File: config.mk
export PLATFORM = sky130hd
export DESIGN_NAME = pipe_mem_stage
export DESIGN_NICKNAME = d
export VERILOG_FILES = /design/src/rtl/pipe_mem_stage.sv
export SDC_FILE = /design/constraint.sdc
export NUM_CORES = 1
export LEC_CHECK = 0
export BUFFER_PORTS_ARGS = -buffer_cell sky130_fd_sc_hd__buf_2
export CORE_MARGIN = 5
export CORE_UTILIZATION = 46
export DETAILED_ROUTE_END_ITERATION = 6
export GPL_TIMING_DRIVEN = 0
export PLACE_DENSITY = 0.8
export SYNTH_ARGS = -nofsm -noshare
export SYNTH_HDL_FRONTEND = slang
export SYNTH_SLANG_ARGS = --single-unit
File: constraint.sdc
create_clock -name clock -period 2 [get_ports clock]
set_input_delay 0.3 -clock clock [delete_from_list [all_inputs] [get_ports clock]]
set_output_delay 0.3 -clock clock [all_outputs]
set_load 0.005 [all_outputs]
File: src/rtl/pipe_mem_stage.sv
// MEM stage: EX/MEM and MEM/WB registers plus a req/ack master toward a variable-latency data memory.
// One cycle per register; mstall freezes upstream while an aligned load/store waits for d_ack or times out.
module pipe_mem_stage #(
  parameter int TIMEOUT = 16,
  parameter int CNT_W   = 5
) (
  input  logic        clock,
  input  logic        resetn,
  input  logic        ewreg,
  input  logic        em2reg,
  input  logic        ewmem,
  input  logic [31:0] ealu,
  input  logic [31:0] eb,
  input  logic [4:0]  ern,
  output logic        d_req,
  output logic        d_we,
  output logic [31:0] d_addr,
  output logic [31:0] d_wdata,
  input  logic        d_ack,
  input  logic [31:0] d_rdata,
  output logic        mstall,
  output logic        mwreg,
  output logic        mm2reg,
  output logic [31:0] malu,
  output logic [4:0]  mrn,
  output logic        wwreg,
  output logic        wm2reg,
  output logic [31:0] wmo,
  output logic [31:0] walu,
  output logic [4:0]  wrn,
  output logic        wexc,
  output logic        bus_err
);

  localparam logic [0:0] IDLE = 1'b0;
  localparam logic [0:0] BUSY = 1'b1;
  localparam logic [CNT_W-1:0] CNT_LAST = CNT_W'(TIMEOUT - 1);

  logic [0:0]       state_q, state_d;
  logic [CNT_W-1:0] cnt_q, cnt_d;

  logic        mwreg_q, mm2reg_q, mwmem_q;
  logic [31:0] malu_q, mb_q;
  logic [4:0]  mrn_q;
  logic        wwreg_q, wm2reg_q, wexc_q, bus_err_q;
  logic [31:0] wmo_q, walu_q;
  logic [4:0]  wrn_q;

  logic memop, mis, pend, abort, ack_v, stall;

  always_comb begin
    memop = mm2reg_q | mwmem_q;
    mis   = memop & (malu_q[1:0] != 2'b00);
    pend  = memop & ~mis;
    ack_v = pend & d_ack;
    abort = pend & (cnt_q == CNT_LAST) & ~d_ack;
    stall = pend & ~d_ack & ~abort;
  end

  // cnt holds the index of the current request cycle, so the TIMEOUT-th one sees TIMEOUT-1
  always_comb begin
    state_d = state_q;
    cnt_d   = '0;
    case (state_q)
      IDLE:    if (stall) state_d = BUSY;
      BUSY:    if (!stall) state_d = IDLE;
      default: state_d = IDLE;
    endcase
    if (state_d == BUSY) cnt_d = cnt_q + CNT_W'(1);
  end

  always_ff @(posedge clock) begin
    if (!resetn) begin
      state_q   <= IDLE;
      cnt_q     <= '0;
      mwreg_q   <= 1'b0;
      mm2reg_q  <= 1'b0;
      mwmem_q   <= 1'b0;
      malu_q    <= '0;
      mb_q      <= '0;
      mrn_q     <= '0;
      wwreg_q   <= 1'b0;
      wm2reg_q  <= 1'b0;
      wexc_q    <= 1'b0;
      wmo_q     <= '0;
      walu_q    <= '0;
      wrn_q     <= '0;
      bus_err_q <= 1'b0;
    end else begin
      state_q <= state_d;
      cnt_q   <= cnt_d;
      if (abort) bus_err_q <= 1'b1;
      if (stall) begin
        wwreg_q <= 1'b0;
        wexc_q  <= 1'b0;
      end else begin
        wwreg_q  <= mwreg_q & ~mis;
        wexc_q   <= mis;
        wm2reg_q <= mm2reg_q;
        walu_q   <= malu_q;
        wrn_q    <= mrn_q;
        if (ack_v & mm2reg_q) wmo_q <= d_rdata;
        else if (abort)       wmo_q <= '0;
        mwreg_q  <= ewreg;
        mm2reg_q <= em2reg;
        mwmem_q  <= ewmem;
        malu_q   <= ealu;
        mb_q     <= eb;
        mrn_q    <= ern;
      end
    end
  end

  assign d_req   = pend;
  assign d_we    = mwmem_q;
  assign d_addr  = malu_q;
  assign d_wdata = mb_q;
  assign mstall  = stall;
  assign mwreg   = mwreg_q;
  assign mm2reg  = mm2reg_q;
  assign malu    = malu_q;
  assign mrn     = mrn_q;
  assign wwreg   = wwreg_q;
  assign wm2reg  = wm2reg_q;
  assign wmo     = wmo_q;
  assign walu    = walu_q;
  assign wrn     = wrn_q;
  assign wexc    = wexc_q;
  assign bus_err = bus_err_q;

endmodule

Word level (Yosys, flattened, before mapping)
Index checks and enable logic that the tools add are counted.
{"block": "totals", "ff_bits": 150, "in_bits": 107, "elab_cells": 39}
{"block": "op_classes", "add_sub_neg": 1, "n_eq_ne": 1, "n_mux": 3, "bitwise_logic": 15, "n_reduce_logical": 5}
{"cell": "$mux 32", "count": 2}
{"cell": "$and 1x1->1", "count": 9}
{"cell": "$add 5x1->5 const B", "count": 1}
{"cell": "$eq 5x4->1 const B", "count": 1}
{"cell": "$not 1->1", "count": 5}
{"cell": "$reduce_and 2->1", "count": 2}
{"cell": "$reduce_bool 2->1", "count": 2}
{"cell": "$reduce_or 2->1", "count": 1}
{"cell": "$mux 1", "count": 1}
{"cell": "$or 1x1->1", "count": 1}

Depth between registers and ports, before layout
Gate-level depths: netlist of the first run.
{"block": "logic_depth", "depth_word": 10, "ltp_mapped": 8, "mapped_depth_nobuf": 7}

Worst setup path before layout of the first run
OpenSTA, ideal clock, no wires.
{"block": "synth_path", "path_type": "flip-flop to output port", "start": "register cnt_q[0]", "end": "output port mstall", "arrival_ns": 1.527, "path_slack_ns": 0.173, "path_stages_with_launch": 8, "path_buffers": 1, "cell_sequence": "dfxtp_1 -> ha_1 -> and3_1 -> ha_1 -> nor2_1 -> nand3_2 -> inv_4 -> buf_6"}
{"block": "synth_between", "elab_chain_cells": 5}
{"item": "start: declaration", "line_no": "40", "source": "logic [CNT_W-1:0] cnt_q, cnt_d;"}
{"item": "start signal: assignment", "line_no": "91", "source": "cnt_q <= cnt_d;"}
{"item": "$eq 5x4->1", "line_no": "56", "source": "abort = pend & (cnt_q == CNT_LAST) & ~d_ack;"}
{"item": "$and 1x1->1 (2 in series)", "line_no": "56"}
{"item": "$not 1->1", "line_no": "57", "source": "stall = pend & ~d_ack & ~abort;"}
{"item": "$and 1x1->1", "line_no": "57"}
{"item": "end: declaration", "line_no": "21", "source": "output logic mstall,"}
Every way passes these cells.

Worst setup path after layout of the first run
Same ends and word-level chain as after synthesis.

==> results.yml, run 1 <==
grt:
  grt_pass1_wl_um: 26400
  overflow: 0
  grt_max_degree: 17
  grtUsageTotal_pct: 22.9
  grt_pass1_vias: 5234
  antenna_found_initial: 0
placed_design:
  preCtsSetupSlack_ns: -0.212
  hpwl_um: 12800
  gp_congestion: 0.820
  dp.cells: 1030
  portBuffers: 285
  placed_area_um2: 7410
logic_synthesis:
  synth_top_family_by_area: "multiplexers"
  synthCells: 573
  yosys-top-cells-area: "dfxtp_1 (52%), mux2i_1 (18%), nand2_1 (12%)"
  synth_most_common_cell: "nand2_1"
  synth-xor-area-share_pct: 0.304
  yosys.area_share.simple_pct: 13.9
  synth-edff-count: 0
  synth_top_cells_by_count: "nand2_1 (179), dfxtp_1 (150), mux2i_1 (105)"
  synth_compound_area_share_pct: 6.40
  yosysUniqueCellTypes: 31
  syn_avg_cell_area_um2: 10.1
  ys_warn_count: 0
  synthMuxAreaShare_pct: 18.2
  synth_top_area_cell: "dfxtp_1"
  ys_seq_area_share_pct: 52.1
  yosys_register_bits: 150
  netlist_area_um2: 5770
  syn_nets: 682
  synthFlopType: "dfxtp_1"
  yosysTopAreaCellShare_pct: 52.1
  synth_fa_ha_area_share_pct: 0.434
  async_reset_ff_share_pct: 0
timing:
  slew_headroom_pct: 58.9
  slew_viol_final: 0
  skew_ns: 0.00631
  rsz0062_at_grt: "true"
  layout_min_cycle_time_ns: 1.95
  worst_slew_pin_slew_ns: 0.617
  min_period_over_period_pct: 97.3
  finalHoldViolCount: 0
  fin_ws_ns: 0.0548
  setup_viol: 0
  fmax_ghz: 0.514
die:
  initial_core_util_pct: 46.3
  rows: 41
  fp.dieH_um: 122
  coreArea_um2: 12500
  ios: 286
  dieArea_um2: 14900
  die_x_um: 122
hold_path:
  hold_path.class: "input pin to flip-flop"
  holdCritStartpoint: "d_rdata[31]"
cells_and_area:
  fin_nets: 999
  area_growth_syn_to_layout_pct: 42.3
  n_antenna_cell: 0
  final_cell_area_um2: 8210
  fillers: 1064
  fin_cells: 1075
  drive_gt1_share_pct: 43.4
power:
  seq_power_share_pct: 42.9
  powerDensity_nw_per_um2: 931
  p_int_uw: 5850
  p_leak_uw: 0.00411
  peakVddDrop_uv: 602
  pwr-share-comb_pct: 12.2
  p_sw_share_pct: 23.5
  clkPwrFrac_pct: 44.9
  p_sw_uw: 1800
setup_path:
  reg2reg_to: "cnt_q[0]"
  r2r_cells: 12
  worstSetupStartpoint: "cnt_q[0]"
  worstSetupStartpointType: "flip-flop"
  worstSetupPathType: "flip-flop to primary output"
  r2r_slack_ns: 0.07
  required_ns: 1.70
  crit_end: "mstall"
  r2r-start: "cnt_q[0]"
  crit_fanout: 3
  cp-end-kind: "primary output"
  cp.arrival_ns: 1.65
clocking:
  clock_sinks: 150
  clk_latency_ns: 0.41
  clk_pin_slew_ns: 0.06
  cts_tree: "yes"
  cts_root_buffer: "clkbuf_16"
  cts_buffers: 17
  clockBufferDepth: 2
  htree_levels: 4
detailed_routing:
  route.detailed.drc: 0
  first_iter_violations: 200
  wl_um: 17200
  ant_nets: 0
  vias_per_cell: 4.85
  num_vias: 5212
  firstDrtPassIters: 4
  post_drt_wl_per_cell_um: 16.0
outcome:
  status: "complete, no violations"
run:
  maxCapViolations: 0
==> worst max-delay path, stage by stage, from the launching register on <==
cell and delay (ns):
dfxtp_2 0.34, ha_4 0.16, and3_4 0.18, ha_4 0.16
nor2_4 0.12, nand3_4 0.10, clkinv_4 0.09, buf_6 0.09
==> power groups by stage <==
stage	clock network (µW)	logic (µW)	registers, µW
after floorplan	0	456	3340
after global placement	0	904	3330
after detailed placement	0	919	3340
after CTS	3480	952	3280
after global routing	3630	1030	3300
final	3430	934	3280
==> what timing repair did <==
action                                  4_1_cts  5_1_grt
pin swaps                                     5        5
hold buffers                                  0        0
buffers inserted                             13        3
endpoints found under the setup margin       79        8
gates cloned                                  0        0
gates resized for setup                      15        4
==> routing by layer <==
metal | track usage (%) | part of all wire (%) | up-vias
met2 | 41.2 | 50 | 221
met5 | 0 | 0 | -
li1 | - | - | 2551
met4 | 7.21 | 1.5 | 0
met3 | 7.89 | 8.9 | 21
met1 | 25.4 | 39 | 2419
==> layout by cell type (no fill, tap or decap), types with 2 or more instances in the layout <==
cell type and count:
clkbuf_16 17, buf_4 50, bufinv_16 5, buf_2 288, ha_4 2, clkbuf_4 2, dfxtp_2 2, mux2i_1 105
nor2_4 2, clkbuf_1 22, nor2_1 5, buf_6 10, nand2_1 179, clkinvlp_4 5, a32o_1 32, and3_1 3
o21ai_0 2, nand4_1 2, clkinv_2 4, dfxtp_1 148
==> per-stage QoR <==
| stage | util (%) | hold slack [ns] | TNS (ns) | total power [µW] |
|---|---|---|---|---|
| floorplan | - | 0.418 | 0 | 3800 |
| global placement | 59.4 | 0.430 | -0.243 | 4240 |
| detailed placement | 59.4 | 0.439 | -2.78 | 4260 |
| CTS | 65.9 | 0.0821 | -0.0673 | 7710 |
| global route | 65.8 | 0.0779 | -0.194 | 7960 |
| finish | 65.8 | 0.0999 | 0 | 7640 |
==> area by class of cell <==
| type | count | area (µm²) | share of cell area (%) |
|---|---|---|---|
| Buffer | 73 | 483 | 5.88 |
| Clock buffer | 18 | 429 | 5.23 |
| Clock inverter | 14 | 208 | 2.53 |
| Inverter | 2 | 12.5 | 0.152 |
| Multi-Input combinational cell | 347 | 2310 | 28.1 |
| Sequential cell | 150 | 3010 | 36.6 |
| Tap cell | 172 | 215 | 2.62 |
| Timing Repair Buffer | 299 | 1550 | 18.8 |
==> how the worst min path moves through the flow <==
stage,end,slack (ns),cells after the start
after floorplan,cnt_q[0],0.42,1
after global placement,cnt_q[0],0.43,1
after detailed placement,cnt_q[0],0.44,1
after CTS,wmo[31],0.08,2
after global routing,wmo[1],0.08,2
final,wmo[31],0.1,2
==> flip-flops by register name (all words and copies together) (netlist names) <==
signal	count
d_addr	32
d_wdata	32
walu	32
wmo	32
cnt_q	5
mrn	5
wrn	5
bus_err	1
d_we	1
mm2reg	1
mwreg	1
wexc	1
wm2reg	1
wwreg	1
==> cells by family (layout without fill, tap and decap cells) <==
kind of cell / Yosys count / in the layout
xor gates and xnor gates: 2 / 2
AOI/OAI and AO/OA: 38 / 38
buffers and inverters: 76 / 406
adders and majority gates: 2 / 2
muxes: 105 / 105
DFF: 150 / 150
and+or+nand+nor: 200 / 200
Note: power is estimated with default switching activity, not from simulation.
==> run 2: changes to the inputs <==
Clock period 2 ns to 2.1 ns, I/O delays scaled along.
==> run 2 against run 1 <==
Power fell by 4.7%. Clock power fell by 5%. Utilization rose by 0.090 points. Non-clock buffer count rose by 1. Register-to-register slack improved by 0.05 ns.
==> results.yml, run 2 (same netlist as run 1, synthesis figures left out) <==
outcome:
  status: "complete, no violations"
power:
  pwr-share-comb_pct: 12.3
  p_sw_uw: 1710
  p_leak_uw: 0.00412
  clkPwrFrac_pct: 44.8
  power.total_uw: 7280
  peakVddDrop_uv: 574
  powerDensity_nw_per_um2: 886
  p_sw_share_pct: 23.4
  seq_power_share_pct: 42.9
  p_int_uw: 5570
die:
  coreArea_um2: 12500
  fp.dieH_um: 122
  ios: 286
  rows: 41
  die_x_um: 122
  dieArea_um2: 14900
  initial_core_util_pct: 46.3
detailed_routing:
  ant_nets: 0
  route.detailed.drc: 0
  num_vias: 5251
  post_drt_wl_per_cell_um: 16.1
  vias_per_cell: 4.88
  wl_um: 17300
  wl_met2_um: 8720
  first_iter_violations: 228
  routed.top_layer: "met4"
  firstDrtPassIters: 4
  met3_length_um: 1590
  wl_met1_um: 6730
timing:
  skew_ns: 0.00590
  layout_min_cycle_time_ns: 2.05
  min_period_over_period_pct: 97.4
  setup_viol: 0
  rsz0062_at_grt: "true"
  fmax_ghz: 0.489
  finalSetupTns_ns: 0
  slew_headroom_pct: 58.2
  slew_viol_final: 0
  finalHoldViolCount: 0
  worst_slew_pin_slew_ns: 0.627
clocking:
  cts_root_buffer: "clkbuf_16"
  cts_tree: "yes"
  clk_pin_slew_ns: 0.06
  htree_levels: 4
  holdBufCountCts: 0
  clock_sinks: 150
  cts_buffers: 17
  clockBufferDepth: 2
  clk_latency_ns: 0.41
cells_and_area:
  drive_gt1_share_pct: 43.5
  n_antenna_cell: 0
  final_cell_mix: "buf_2 (290), nand2_1 (179), dfxtp_1 (148), mux2i_1 (105), buf_4 (51)"
  fin_nets: 1000
  fillers: 1067
  area_growth_syn_to_layout_pct: 42.5
  mostFrequentLayoutCell: "buf_2"
run:
  maxCapViolations: 0
hold_path:
  hold_path.class: "input pin to flip-flop"
  whs_path_depth: 2
placed_design:
  hpwl_um: 12800
  portBuffers: 285
  gp_congestion: 0.820
setup_path:
  required_ns: 1.78
  worstSetupStartpointType: "flip-flop"
  worstSetupPathType: "flip-flop to primary output"
  cpLargestDelayFamily: "simple AND/OR/NAND/NOR gates"
  crit_fanout: 2
  critPathSlowestCell: "dfxtp_2"
  r2r_cells: 10
  worst-path-buf-inv: 3
  cpMostUsedCell: "ha_4"
  path_cells: "ha_4 -> and3_4 -> ha_4 -> nor2_4 -> nand3_4 -> clkinv_4 -> buf_12 -> buf_6"
  cp.arrival_ns: 1.73
  cpPeakStageDelay_ns: 0.33
  cp_num_cells: 8
  cp-end-kind: "primary output"
grt:
  grt_pass1_vias: 5243
  antenna_found_initial: 0
  grt_pass1_wl_um: 26500
  grt_max_degree: 17
  grtUsageTotal_pct: 23.0
  overflow: 0
run 2: cell types whose count changed in the layout (fill, tap and decap cells not counted), sizes merged:
cell / before / now
buf: 348 / 351
clkbuf: 42 / 40
run 2: power by group through the flow:
stage	Clock, µW	Sequential (µW)	Combinational [µW]
after floorplan	0	3180	435
after global placement	0	3170	861
after detailed placement	0	3180	875
after CTS	3320	3120	906
after global routing	3460	3140	987
final	3260	3120	898
run 2: final timing paths:
check	startpoint	end	slack, ns
worst min register to register	walu[12]	walu[12]	0.45
worst max-delay path	cnt_q[1]	mstall	0.05
worst max register to register	cnt_q[1]	walu[13]	0.12
worst min-delay path	d_rdata[31]	wmo[31]	0.12
run 2: timing repair:
item                                    CTS  global route
endpoints found under the hold margin     0             0
pin swaps                                 3             4
gates resized for setup                  14             2
buffers inserted                         12             3
endpoints found under the setup margin    3             5
run 2: cell type report:
cell class / count / area, µm² / area share [%]
multi-input cells: 347 / 2310 / 28.1
clock inverters: 14 / 208 / 2.53
flip-flops and latches: 150 / 3010 / 36.6
well taps: 172 / 215 / 2.62
clock buffers: 18 / 429 / 5.22
plain buffers: 74 / 498 / 6.06
repair buffers: 299 / 1540 / 18.8
inverters: 2 / 12.5 / 0.152
run 2: layer usage:
metal,vias to the layer above,global-route usage (%)
met5,-,0
met4,0,7.21
met3,20,7.89
met2,226,41.4
met1,2445,25.5
li1,2560,-
run 2: through the flow:
step | cell area [µm²] | setup WS (ns) | util (%) | cells | hold WS (ns)
floorplan | 5770 | 0.258 | - | 573 | 0.418
global placement | 7410 | -0.106 | 59.4 | 1030 | 0.430
detailed placement | 7410 | -0.127 | 59.4 | 1030 | 0.439
CTS | 8200 | 0.0128 | 65.8 | 1074 | 0.0971
global route | 8220 | -0.0238 | 65.9 | 1076 | 0.0928
finish | 8220 | 0.0546 | 65.9 | 1076 | 0.115
